## src/rtl/membrane_accum_pkg.sv

```systemverilog
// Shared widths, FSM state type and saturating adder for the
// membrane accumulator and its threshold/fire datapath.
package snn_pkg;

   localparam int WIDTH_IN  = 13;
   localparam int WIDTH_MEM = 16;

   typedef enum logic [2:0] {
      IDLE,
      RX_ACK,
      RX_REL,
      FIRE,
      TX_REQ,
      TX_REL
   } state_t;

   function automatic logic [WIDTH_MEM-1:0] sat_add(
      input logic [WIDTH_MEM-1:0] a,
      input logic [WIDTH_MEM-1:0] b
   );
      logic [WIDTH_MEM:0] s;
      s = {1'b0, a} + {1'b0, b};
      return s[WIDTH_MEM] ? '1 : s[WIDTH_MEM-1:0];
   endfunction

endpackage

```

## src/rtl/membrane_accum_if.sv

```systemverilog
// Four-phase partial-sum input channel and spike output channel.
// slave = membrane_accum side, master = surrounding pipeline side.
interface membrane_accum_if;
   import snn_pkg::*;

   logic                 L_req;
   logic [WIDTH_IN-1:0]  L_data;
   logic                 L_ack;
   logic                 R_req;
   logic                 R_ack;
   logic                 R_spike;
   logic [WIDTH_MEM-1:0] R_potential;

   modport slave (
      input  L_req, L_data, R_ack,
      output L_ack, R_req, R_spike, R_potential
   );

   modport master (
      output L_req, L_data, R_ack,
      input  L_ack, R_req, R_spike, R_potential
   );

endinterface

```

## src/rtl/membrane_accum_threshold_fire.sv

```systemverilog
// Combinational add/compare/subtract of one timestep's contribution.
// MEM_LEAK_EN: vmem is leaked by LEAK (clamped at 0) before the add.
module threshold_fire
   import snn_pkg::*;
#(
   parameter int THRESHOLD = 64
`ifdef MEM_LEAK_EN
   ,
   parameter int LEAK      = 1
`endif
) (
   input  logic [WIDTH_MEM-1:0] i_vmem,
   input  logic [WIDTH_MEM-1:0] i_acc,
   output logic                 o_spike,
   output logic [WIDTH_MEM-1:0] o_vmem_next
);

   localparam logic [WIDTH_MEM-1:0] THR = WIDTH_MEM'(THRESHOLD);

   logic [WIDTH_MEM-1:0] w_base;
   logic [WIDTH_MEM-1:0] w_sum;

`ifdef MEM_LEAK_EN
   localparam logic [WIDTH_MEM-1:0] LK = WIDTH_MEM'(LEAK);
   assign w_base = (i_vmem > LK) ? i_vmem - LK : '0;
`else
   assign w_base = i_vmem;
`endif

   assign w_sum       = sat_add(w_base, i_acc);
   assign o_spike     = (w_sum >= THR);
   assign o_vmem_next = o_spike ? w_sum - THR : w_sum;

endmodule

```

## src/rtl/membrane_accum.sv

```systemverilog
// Accumulates NUM_PSUM partial sums per timestep, integrates and fires.
// Optional MEM_LEAK_EN adds a per-timestep leak inside threshold_fire.
module membrane_accum
   import snn_pkg::*;
#(
   parameter int NUM_PSUM  = 4,
   parameter int THRESHOLD = 64
`ifdef MEM_LEAK_EN
   ,
   parameter int LEAK      = 1
`endif
) (
   input  logic             clk,
   input  logic             rst_n,
   membrane_accum_if.slave  bus,
   output logic             busy
);

   localparam logic [3:0] NUM_P = 4'(NUM_PSUM);

   state_t               r_state, w_state;
   logic [WIDTH_MEM-1:0] r_acc, w_acc;
   logic [3:0]           r_cnt, w_cnt;
   logic [WIDTH_MEM-1:0] r_vmem, w_vmem;
   logic                 r_l_ack, w_l_ack;
   logic                 r_r_req, w_r_req;
   logic                 r_spike, w_spike;
   logic [WIDTH_MEM-1:0] r_pot, w_pot;

   logic                 w_tf_spike;
   logic [WIDTH_MEM-1:0] w_tf_vmem;

   threshold_fire #(
      .THRESHOLD (THRESHOLD)
`ifdef MEM_LEAK_EN
      ,
      .LEAK      (LEAK)
`endif
   ) u_fire (
      .i_vmem      (r_vmem),
      .i_acc       (r_acc),
      .o_spike     (w_tf_spike),
      .o_vmem_next (w_tf_vmem)
   );

   always_ff @(posedge clk or negedge rst_n) begin
      if (!rst_n) begin
         r_state <= IDLE;
         r_acc   <= '0;
         r_cnt   <= '0;
         r_vmem  <= '0;
         r_l_ack <= 1'b0;
         r_r_req <= 1'b0;
         r_spike <= 1'b0;
         r_pot   <= '0;
      end else begin
         r_state <= w_state;
         r_acc   <= w_acc;
         r_cnt   <= w_cnt;
         r_vmem  <= w_vmem;
         r_l_ack <= w_l_ack;
         r_r_req <= w_r_req;
         r_spike <= w_spike;
         r_pot   <= w_pot;
      end
   end

   always_comb begin
      w_state = r_state;
      w_acc   = r_acc;
      w_cnt   = r_cnt;
      w_vmem  = r_vmem;
      w_l_ack = r_l_ack;
      w_r_req = r_r_req;
      w_spike = r_spike;
      w_pot   = r_pot;
      unique case (r_state)
         IDLE: begin
            if (bus.L_req) w_state = RX_ACK;
         end
         RX_ACK: begin
            w_acc   = sat_add(r_acc, WIDTH_MEM'(bus.L_data));
            w_cnt   = r_cnt + 4'd1;
            w_l_ack = 1'b1;
            w_state = RX_REL;
         end
         RX_REL: begin
            if (!bus.L_req) begin
               w_l_ack = 1'b0;
               w_state = (r_cnt == NUM_P) ? FIRE : IDLE;
            end
         end
         FIRE: begin
            w_spike = w_tf_spike;
            w_vmem  = w_tf_vmem;
            w_pot   = w_tf_vmem;
            w_acc   = '0;
            w_cnt   = '0;
            w_state = TX_REQ;
         end
         TX_REQ: begin
            // R_ack is only honoured once our own request is visible
            if (!r_r_req) begin
               w_r_req = 1'b1;
            end else if (bus.R_ack) begin
               w_r_req = 1'b0;
               w_state = TX_REL;
            end
         end
         TX_REL: begin
            if (!bus.R_ack) w_state = IDLE;
         end
         default: w_state = IDLE;
      endcase
   end

   assign bus.L_ack       = r_l_ack;
   assign bus.R_req       = r_r_req;
   assign bus.R_spike     = r_spike;
   assign bus.R_potential = r_pot;
   assign busy            = (r_state != IDLE);

endmodule

```

## src/flat_wrapper.sv

```systemverilog
// flat-port wrapper written by rule: the top's interface ports become plain ports
module membrane_accum_flat import snn_pkg::*;
#(
   parameter int NUM_PSUM  = 4,
   parameter int THRESHOLD = 64

)
  (clk, rst_n, busy, bus_L_req, bus_L_data, bus_R_ack, bus_L_ack, bus_R_req, bus_R_spike, bus_R_potential);
  membrane_accum_if bus_i ();
  input  logic clk;
  input  logic rst_n;
  output logic busy;
  input wire logic [$bits(bus_i.L_req)-1:0] bus_L_req;
  input wire logic [$bits(bus_i.L_data)-1:0] bus_L_data;
  input wire logic [$bits(bus_i.R_ack)-1:0] bus_R_ack;
  output wire logic [$bits(bus_i.L_ack)-1:0] bus_L_ack;
  output wire logic [$bits(bus_i.R_req)-1:0] bus_R_req;
  output wire logic [$bits(bus_i.R_spike)-1:0] bus_R_spike;
  output wire logic [$bits(bus_i.R_potential)-1:0] bus_R_potential;
  assign bus_i.L_req = bus_L_req;
  assign bus_i.L_data = bus_L_data;
  assign bus_i.R_ack = bus_R_ack;
  assign bus_L_ack = bus_i.L_ack;
  assign bus_R_req = bus_i.R_req;
  assign bus_R_spike = bus_i.R_spike;
  assign bus_R_potential = bus_i.R_potential;
  membrane_accum #(.NUM_PSUM(NUM_PSUM), .THRESHOLD(THRESHOLD)) u_core (.clk(clk), .rst_n(rst_n), .bus(bus_i), .busy(busy));
endmodule
```

## config.mk

```make
export PLATFORM = sky130hd
export DESIGN_NAME = membrane_accum_flat
export DESIGN_NICKNAME = d
export VERILOG_FILES = /design/src/rtl/membrane_accum_pkg.sv /design/src/rtl/membrane_accum_if.sv /design/src/rtl/membrane_accum_threshold_fire.sv /design/src/rtl/membrane_accum.sv /design/src/flat_wrapper.sv
export SDC_FILE = /design/constraint.sdc
export NUM_CORES = 1
export LEC_CHECK = 0
export ABC_AREA = 0
export CAP_MARGIN = 5
export CORE_MARGIN = 2
export CORE_UTILIZATION = 41
export DETAILED_ROUTE_END_ITERATION = 7
export GPL_TIMING_DRIVEN = 0
export HOLD_SLACK_MARGIN = 0.1
export PLACE_DENSITY_LB_ADDON = 0.12
export SLEW_MARGIN = 20
export SYNTH_ARGS = -nofsm -noshare
export SYNTH_HDL_FRONTEND = slang
export SYNTH_HIERARCHICAL = 1
export SYNTH_SLANG_ARGS = --single-unit
```

## constraint.sdc

```tcl
create_clock -name clk -period 5.5 [get_ports clk]
set_input_delay 0.55 -clock clk [delete_from_list [all_inputs] [get_ports clk]]
set_output_delay 0.55 -clock clk [all_outputs]
set_load 0.05 [all_outputs]
```

==> impl_metrics.env <==
export IMPL_status="finished, final reports clean"
export IMPL_syn_inst=429
export IMPL_arrival_ns=4.19
export IMPL_worstPathRequired_ns=5.69
export IMPL_grtUsageTotal_pct=19.4
export IMPL_start_util_pct=41.9
export IMPL_num_antenna_cells=0
export IMPL_synth_ff_type="dfrtp_1"
export IMPL_cts_hold_buf=0
export IMPL_end_kind="flop"
export IMPL_final_common_cell="nand2_1"
export IMPL_hold_viol_final=0
export IMPL_gp_congestion=0.865
export IMPL_cts_buffer_depth=2
export IMPL_drtIter0Drc=118
export IMPL_hp_class="in2async"
export IMPL_fmax_ghz=0.250
export IMPL_syn_avg_cell_area_um2=8.98
export IMPL_crit_fanout=6
export IMPL_synth_compound_area_share_pct=25.1
export IMPL_cts_resized_gates=0
export IMPL_grt_pass1_wl_um=15800
export IMPL_cts_tree="built"
export IMPL_maxCapViolations=0
export IMPL_area_growth_pct=15.9
export IMPL_tightest_slew_ns=0.646
export IMPL_clock_sinks=42
export IMPL_cp_buffers_inverters=1
export IMPL_drt_pass1_iterations=4
export IMPL_fill_cells=910
export IMPL_die_h_um=101
export IMPL_synth_nets=481
export IMPL_max_slew_margin_pct=56.8
export IMPL_synth_top_family_by_area="compound AO/OA/AOI/OAI gates"
export IMPL_synth_top_area_share_pct=27.3
export IMPL_finalCritPeriodShare_pct=72.7
export IMPL_rsz0062_at_grt="false"
export IMPL_antenna_found_initial=0
export IMPL_yosysTopAreaCell="dfrtp_1"
export IMPL_yosys_area_share_simple_pct=20.5
export IMPL_grt_max_degree=23
export IMPL_numPortBuffers=36
export IMPL_htree_levels=2
export IMPL_yosysUniqueCellTypes=79
export IMPL_drive_above_1_share_pct=16.5
export IMPL_synthMuxAreaShare_pct=5.82
export IMPL_hpwlAfterDp_um=7440
export IMPL_max_stage_delay_ns=0.43
export IMPL_rows=35
export IMPL_async_flop_share_pct=100
export IMPL_overflow=0
export IMPL_final_cell_mix="nand2_1, dfrtp_1, clkdlybuf4s50_1, nor2_1, ha_1"
export IMPL_die_w_um=101
export IMPL_finalWorstPathRequiredPeriod_ns=4.00
export IMPL_ys_ff_latch=42
export IMPL_netlist_area_um2=3850
export IMPL_dieArea_um2=10200
export IMPL_vias=3328
export IMPL_drt_total_wl_um=9270
export IMPL_yosys_warnings=6
export IMPL_first_global_vias=3188
export IMPL_post_cts_buffers=0
export IMPL_drc=0
export IMPL_viasPerCell=5.69
export IMPL_cp_common_cell="ha_1"
export IMPL_postRouteAntennaNets=0
export IMPL_wl_per_cell_um=15.8
export IMPL_synth_xor_area_share_pct=5.82
export IMPL_io_pins=37
export IMPL_crit_type="reg2reg"
export IMPL_synth_edf_count=0
export IMPL_start_kind="flop"
export IMPL_synth_fa_ha_area_share_pct=11.8
export IMPL_crit_chain="ha_1 > fa_1 > a211oi_2 > o21ai_1 > a211o_1 > o21a_1 > nor2_1 > inv_1 > ha_1 > nand3_1 > and4b_1 > a21o_4 > nor4_4 > o211ai_1 > mux2_2"
export IMPL_setup_tns_ns=0
export IMPL_cp_top_family="compound AO/OA/AOI/OAI gates"
export IMPL_skew_ns=0.0116
export IMPL_crit_slowest_cell="fa_1"
export IMPL_numCtsBuffers=5
export IMPL_finalSetupViolCount=0
export IMPL_synthTopCellsByArea="dfrtp_1, ha_1, mux2_2, nand2_1, a21oi_1"
export IMPL_clock_root_buffer="clkbuf_8"
export IMPL_ys_seq_area_share_pct=27.3
export IMPL_clk_latency_ns=0.30
export IMPL_fin_nets=525
export IMPL_clk_pin_slew_worst_paths_ns=0.09
export IMPL_slew_viol_final=0
export IMPL_core_um2=9200
[flip-flops by register name, summed over array words and instances, names as in the netlist]
register	cells
u_core/r_state	3
u_core/bus.R_req	1
u_core/bus.R_spike	1
u_core/bus.L_ack	1
u_core/r_acc	16
u_core/r_cnt	4
u_core/bus.R_potential	16
[synthesized netlist by cell type, drive strengths merged (10+ instances only)]
library cell and instances:
o21ai 31, buf 11, nand3 10, xnor2 10, nand2 52, xor2 13, mux2 19, ha 33
o211ai 14, nor2 36, dfrtp 42, a21oi 29, nand2b 11, inv 13
[path summary, 6_finish.rpt]
path | startpoint | to | slack (ns) | depth (start not counted)
worst max-delay path | u_core/r_acc[0] | u_core/bus.R_potential[10] | 1.50 | 15
worst min-delay path | rst_n | u_core/r_cnt[0] | 0.24 | 1
worst max register to register | u_core/r_acc[0] | u_core/bus.R_potential[10] | 1.50 | 15
worst min register to register | u_core/bus.L_ack | u_core/bus.L_ack | 0.54 | 2
max in group asynchronous | rst_n | u_core/r_acc[14] | 4.75 | 2
min in group clk | u_core/bus.L_ack | u_core/bus.L_ack | 0.54 | 2
[layer usage]
| layer | GRT usage (%) | vias up | part of all wire [%] |
|---|---|---|---|
| met1 | 27.4 | 1578 | 47 |
| met5 | 0 | - | 0 |
| met2 | 32.3 | 68 | 48 |
| li1 | - | 1678 | - |
| met4 | 2.91 | 0 | 0.47 |
| met3 | 2.50 | 4 | 3.8 |
[worst register-to-register path: cells and delay by family (launching register included)]
| family | cells | cell delay (ns) |
|---|---|---|
| mux | 1 | 0.29 |
| flops | 1 | 0.41 |
| fa+ha+maj | 3 | 0.84 |
| simple gates | 4 | 0.77 |
| buf+inv | 1 | 0.09 |
| compound gates | 6 | 1.49 |
[cell families after synthesis]
group           Yosys count
xor+xnor                 23
simple gates            152
compound gates          130
flops                    42
mux                      20
buf+inv                  27
fa+ha+maj                35
[layout make-up]
cell class / count / area (µm²) / share of cell area (%)
buffer: 14 / 95.1 / 2.13
clock buffer: 5 / 68.8 / 1.54
clock inverter: 3 / 21.3 / 0.477
inverter: 13 / 48.8 / 1.09
multi-input combinational: 360 / 2660 / 59.5
sequential: 42 / 1050 / 23.5
tap: 111 / 139 / 3.11
timing repair buffer: 37 / 383 / 8.58
[through the flow]
stage | instances | util (%) | hold slack [ns] | setup WS, ns | cell area (µm²)
6_report | 585 | 48.5 | 0.243 | 1.50 | 4460
5_1_grt | 585 | 48.5 | 0.262 | 1.24 | 4460
4_1_cts | 585 | 48.5 | 0.255 | 1.46 | 4460
3_5_place_dp | 577 | 47.6 | 0.518 | 1.48 | 4370
3_3_place_gp | 576 | 47.3 | 0.495 | 1.50 | 4350
2_1_floorplan | 429 | - | 0.254 | 1.66 | 3850
Power is not shown: default switching activity piles up to over one toggle a cycle in this logic, so the estimate is an artifact.
